<file path="config.mk">
export PLATFORM = sky130hd
export DESIGN_NAME = corelet_seq
export DESIGN_NICKNAME = d
export VERILOG_FILES = /design/src/rtl/corelet_seq.sv
export SDC_FILE = /design/constraint.sdc
export NUM_CORES = 1
export LEC_CHECK = 0
export CAP_MARGIN = 20
export CORE_MARGIN = 3
export CORE_UTILIZATION = 40
export CTS_CLUSTER_SIZE = 16
export DETAILED_ROUTE_END_ITERATION = 10
export DONT_BUFFER_PORTS = 1
export GPL_TIMING_DRIVEN = 0
export SLEW_MARGIN = 20
export SYNTH_ARGS = -nofsm -noshare
export SYNTH_HDL_FRONTEND = slang
export SYNTH_SLANG_ARGS = --single-unit
</file>
<file path="constraint.sdc">
create_clock -name clk -period 4.71 [get_ports clk]
set_clock_uncertainty 0.1 [all_clocks]
set_input_delay 0.942 -clock clk [delete_from_list [all_inputs] [get_ports clk]]
set_output_delay 0.942 -clock clk [all_outputs]
set_load 0.01 [all_outputs]
</file>
<file path="src/rtl/corelet_seq.sv">
// Corelet job sequencer: fetches weights and activations from SRAM into L0/IFIFO,
// then drives kernel-load, execute and OFIFO read-out phases for WS or OS dataflow.
module corelet_seq #(
  parameter int          row    = 8,
  parameter int          col    = 8,
  parameter int          len_bw = 5,
  parameter logic [10:0] W_BASE = 11'h400
) (
  input  logic              clk,
  input  logic              reset,
  input  logic              start,
  input  logic              mode,
  input  logic [len_bw-1:0] num_act,
  input  logic              l0_full,
  input  logic              ofifo_valid,
  output logic [34:0]       inst,
  output logic [10:0]       xmem_addr,
  output logic              xmem_cen,
  output logic              busy,
  output logic              done
);

  localparam int AMAX = (1 << len_bw) - 1;
  localparam int RC   = (row > col) ? row : col;
  localparam int MAXV = (RC > AMAX) ? RC : AMAX;
  localparam int CW   = $clog2(MAXV + 1);

  typedef enum logic [3:0] {
    IDLE, W_LOAD, W_PUSH, W_GAP, A_LOAD, A_EXEC, DRAIN, READ, DONE
  } state_t;

  state_t              state, state_n;
  logic [CW-1:0]       cnt, cnt_n;
  logic                mode_q, mode_n;
  logic [len_bw-1:0]   n_q, n_n;
  logic [34:0]         inst_n;
  logic [10:0]         addr_n;
  logic                cen_n, busy_n, done_n;

  always_comb begin
    state_n    = state;
    cnt_n      = cnt;
    mode_n     = mode_q;
    n_n        = n_q;
    inst_n     = '0;
    inst_n[34] = mode_q;
    addr_n     = xmem_addr;
    cen_n      = 1'b1;
    busy_n     = busy;
    done_n     = 1'b0;

    case (state)
      IDLE: begin
        inst_n[34] = 1'b0;
        if (start && (num_act != '0)) begin
          state_n    = W_LOAD;
          mode_n     = mode;
          n_n        = num_act;
          cnt_n      = '0;
          busy_n     = 1'b1;
          inst_n[34] = mode;
        end
      end
      W_LOAD: begin
        if (!xmem_cen) begin
          if (mode_q) inst_n[4] = 1'b1;
          else        inst_n[2] = 1'b1;
        end
        if ((cnt == CW'(row)) && xmem_cen) begin
          cnt_n = '0;
          if (mode_q) begin
            state_n = A_LOAD;
          end else begin
            state_n     = W_PUSH;
            cnt_n       = CW'(1);
            inst_n[3]   = 1'b1;
            inst_n[1:0] = 2'b01;
          end
        end
      end
      W_PUSH: begin
        if (cnt == CW'(row)) begin
          state_n = W_GAP;
          cnt_n   = CW'(1);
        end else begin
          cnt_n       = cnt + 1'b1;
          inst_n[3]   = 1'b1;
          inst_n[1:0] = 2'b01;
        end
      end
      W_GAP: begin
        if (cnt == CW'(col)) begin
          state_n = A_LOAD;
          cnt_n   = '0;
        end else begin
          cnt_n = cnt + 1'b1;
        end
      end
      A_LOAD: begin
        if (!xmem_cen) inst_n[2] = 1'b1;
        if ((cnt == CW'(n_q)) && xmem_cen) begin
          state_n     = A_EXEC;
          cnt_n       = CW'(1);
          inst_n[3]   = 1'b1;
          inst_n[1:0] = 2'b10;
          inst_n[5]   = mode_q;
        end
      end
      A_EXEC: begin
        if (cnt == CW'(n_q)) begin
          state_n = DRAIN;
          cnt_n   = '0;
        end else begin
          cnt_n       = cnt + 1'b1;
          inst_n[3]   = 1'b1;
          inst_n[1:0] = 2'b10;
          inst_n[5]   = mode_q;
        end
      end
      DRAIN: begin
        if (ofifo_valid) begin
          state_n    = READ;
          cnt_n      = CW'(1);
          inst_n[6]  = 1'b1;
          inst_n[33] = ~mode_q;
        end
      end
      READ: begin
        if (cnt == CW'(n_q)) begin
          state_n = DONE;
          done_n  = 1'b1;
          busy_n  = 1'b0;
        end else if (ofifo_valid) begin
          cnt_n      = cnt + 1'b1;
          inst_n[6]  = 1'b1;
          inst_n[33] = ~mode_q;
        end
      end
      DONE: begin
        state_n    = IDLE;
        inst_n[34] = 1'b0;
        mode_n     = 1'b0;
        n_n        = '0;
        cnt_n      = '0;
      end
      default: state_n = IDLE;
    endcase

    // Read issue keys off the next state so each load phase fetches in its first cycle.
    if (!l0_full &&
        (((state_n == W_LOAD) && (cnt_n < CW'(row))) ||
         ((state_n == A_LOAD) && (cnt_n < CW'(n_n))))) begin
      cen_n  = 1'b0;
      addr_n = (state_n == W_LOAD) ? (W_BASE + 11'(cnt_n)) : 11'(cnt_n);
      cnt_n  = cnt_n + 1'b1;
    end
  end

  always_ff @(posedge clk or posedge reset) begin
    if (reset) begin
      state     <= IDLE;
      cnt       <= '0;
      mode_q    <= 1'b0;
      n_q       <= '0;
      inst      <= '0;
      xmem_addr <= '0;
      xmem_cen  <= 1'b1;
      busy      <= 1'b0;
      done      <= 1'b0;
    end else begin
      state     <= state_n;
      cnt       <= cnt_n;
      mode_q    <= mode_n;
      n_q       <= n_n;
      inst      <= inst_n;
      xmem_addr <= addr_n;
      xmem_cen  <= cen_n;
      busy      <= busy_n;
      done      <= done_n;
    end
  end

endmodule
</file>
==> impl_results.md <==
* GP Congestion at slightly below 0.9
* Inserted Clock Buffers at 5
* Metal3 WL at 336 um
* Met1 WL at 2310 um
* Core Area at 5640 um^2
* Total number of vias at 1,842
* Boundary Pins at 60
* DIE HEIGHT at 83.3 um
* Detailed Place HPWL at 4210 um
* First DRT Iteration DRCs at 94
* First-pass GRT wire length at 9030 um
* Number of synthesized flops with an enable pin at 0
* Starting Density at 0.424
* Post-Syn Area at 2390 um^2
* Die area at 6940 um^2
* Met2 routed WL at 2640 um
* Overall power at 545 uW
* RSZ-0062 raised after global routing: no
* Critical path type: register to register
* Total gr overflow at 0
* Slew Viols, Final at 0
* Antenna Nets Post-Route at 0
* CTS clk-pin slew, worst paths at 0.06 ns
* Clock Latency Late Sink at 0.29 ns
* Worst Tran Pin Value at 0.672 ns
* Final setup violation count at 0
* Worst Path Buf+Inv at 4
* Initial antenna violation count at 0
* Fillers at 547
* WP data arrival at approximately 4.4 ns
* Total Wirelength at 5360 um
* Relative slew margins at 0.551
* Max cap viols at 0
* #FFs+latches synth at 33
* Share of layout cells above drive strength 1 at 0.248
* Crit path largest cell delay at 0.48 ns
* Crit-path cells: inv_1, ha_1, and4bb_2, clkbuf_1, nand3_1, a31oi_1, o21ai_0, o22ai_2, inv_1, ha_1, nand2_1, o21ai_0, nor4_1, and4_1, buf_6, a21oi_4, mux2_2
* Root buffer cell: clkbuf_8
* Nets at 308
* CP top delay family: compound AO/OA/AOI/OAI gates
* TNS Setup at 0 ns
* # H-tree levels at 2
* Post-synthesis sequential area ratio at 0.346
* Largest net degree at the start of global routing at 34
* Mapped Cells at 252
* ANT cells at 0
* Uppermost layer routed: met4
* Fin. Hold Viols at 0
* Power Dens Cells at 203 nW/um^2
* Worst Path Required at 4.78 ns
* Residual DRC at 0
* GRT Overall Usage at 0.159
* Pre-antenna DRT Iters at 4
* WL/cell at between 10 and 15 um
* Clock Sinks at 33
* Fmax at 233 MHz
* CP max stage cell: dfrtp_1
* P_leak at approximately 0.0013 uW
* Cell row count at 27
* Vias/cell at ~5.1
* Worst Hold Class: register to register
* Post-synth ARST share at 1.00
* Run status: completed
* Final worst-path cycle share at 0.912
* Fin crit period at 4.30 ns
* CP startpoint kind: register
* IO Port Bufs at 0
* Clock Path Buffers at 2
* Area growth, synth to finish at 12.5%
* VDD IR max at 0.000115 V
* Vias in the first global route at 1,809
* DIE WIDTH at ~83 um
* Worst-path maximum fanout at 8
* Kind of end point of the critical path: register
* Yosys cell types at 67
* Average size of a mapped cell at 9.48 um^2
* Ys flop type: dfrtp_1
* Warnings, synthesis at 0
* Clock tree from TritonCTS: yes
## layout by cell type (no fill, tap or decap), drive strengths merged, types with 2 or more instances in the layout
| cell | netlist | routed |
|---|---|---|
| buf | 34 | 34 |
| dfrtp | 32 | 32 |
| conb | 1 | 31 |
| nand2 | 17 | 17 |
| o21ai | 17 | 17 |
| inv | 17 | 17 |
| clkbuf | 9 | 17 |
| nor2 | 11 | 11 |
| ha | 8 | 8 |
| a21oi | 8 | 8 |
| nor3 | 7 | 7 |
| xnor2 | 6 | 6 |
| a211oi | 6 | 6 |
| a22oi | 6 | 6 |
| mux2 | 6 | 6 |
| nand3 | 5 | 5 |
| nand2b | 4 | 4 |
| nor2b | 3 | 3 |
| mux2i | 3 | 3 |
| nor3b | 3 | 3 |
| nand4 | 3 | 3 |
| and3 | 3 | 3 |
| and4 | 3 | 3 |
| or3b | 2 | 2 |
| xor2 | 2 | 2 |
| o31ai | 2 | 2 |
| a31oi | 2 | 2 |
| a2111oi | 2 | 2 |
| or2 | 2 | 2 |
| or4 | 2 | 2 |
| o2111ai | 2 | 2 |
## layer usage
metal,up-vias,track usage
met4,0,0.0505
li1,920,-
met5,-,0
met2,72,0.264
met3,9,0.0337
met1,841,0.205
## synth_stat cells (all sizes together) (2+ instances only)
cell type,count,share of area
a31oi,2,0.0052
dfrtp,32,0.34
o21ai,17,0.037
and3,3,0.0084
nor3b,3,0.0094
mux2,6,0.030
o31ai,2,0.0063
nor2b,3,0.0079
buf,34,0.11
nor2,11,0.020
clkbuf,9,0.035
a2111oi,2,0.0073
a211oi,6,0.019
xor2,2,0.0073
ha,8,0.042
nand3,5,0.010
xnor2,6,0.022
nand2,17,0.027
or3b,2,0.0073
nand4,3,0.0079
nor3,7,0.019
a21oi,8,0.021
o2111ai,2,0.0099
or2,2,0.0052
a22oi,6,0.019
nand2b,4,0.010
inv,17,0.027
mux2i,3,0.013
and4,3,0.012
or4,2,0.0079
## through the flow
step / util / setup WS [ns] / area (um^2) / hold WS (ns) / instances
after floorplan: - / 0.813 / 2500 / 0.401 / 282
after global placement: 0.460 / 0.265 / 2590 / 0.437 / 354
after detailed placement: 0.460 / 0.211 / 2590 / 0.449 / 354
after CTS: 0.475 / 0.263 / 2680 / 0.464 / 362
after global routing: 0.477 / 0.0672 / 2690 / 0.499 / 362
final: 0.477 / 0.414 / 2690 / 0.454 / 362
## kinds of logic (layout without fill, tap and decap cells)
kind of cell,after synthesis,after routing,synth area share
xor+xnor,8,8,0.0293
flops,33,33,0.346
simple gates,74,74,0.190
compound gates,59,59,0.177
fa+ha+maj,8,8,0.0419
buf+inv,60,68,0.172
other cells,1,31,0.00157
mux,9,9,0.0424
## state kept, by name (all words and copies together) (netlist names)
name       cells
mode_q         1
n_q            5
xmem_addr      6
state          4
busy           1
done           1
inst           9
xmem_cen       1
cnt            5
## worst paths after layout
check	slack, ns	depth (start not counted)	from	end
worst min-delay path	0.45	2	n_q[2]$_DFF_PP0_	n_q[2]$_DFF_PP0_
worst max register to register	0.41	17	cnt[0]$_DFF_PP0_	xmem_addr[4]$_DFFE_PP0P_
worst min register to register	0.45	2	n_q[2]$_DFF_PP0_	n_q[2]$_DFF_PP0_
min in group asynchronous	0.53	1	reset	n_q[0]$_DFF_PP0_
max in group asynchronous	3.54	1	reset	inst[0]$_DFF_PP0_
worst max-delay path	0.41	17	cnt[0]$_DFF_PP0_	xmem_addr[4]$_DFFE_PP0P_
## final cells by class
| cell class | instances | area [um^2] | area share |
|---|---|---|---|
| Sequential cell | 33 | 827 | 0.308 |
| Tap cell | 72 | 90.1 | 0.0335 |
| Multi-Input combinational cell | 189 | 1270 | 0.473 |
| Inverter | 17 | 63.8 | 0.0237 |
| Clock buffer | 8 | 90.1 | 0.0335 |
| Buffer | 43 | 347 | 0.129 |
## what timing repair did
action / in CTS / in global routing
resized for setup: 0 / 1
setup buffers: 0 / 0
hold buffers: 0 / 0
endpoints found under the setup margin: 0 / 6
endpoints found under the hold margin: 0 / 0
## power by group
part	internal, uW	switching (uW)
Combinational	18.5	22.0
Clock	119	102
Sequential	283	0
## worst min-delay path, cell delays in order, from the launching register on
cell     delay, ns
dfrtp_1       0.35
a22oi_1       0.11
inv_1         0.06
Note: power is estimated with default switching activity, not from simulation.
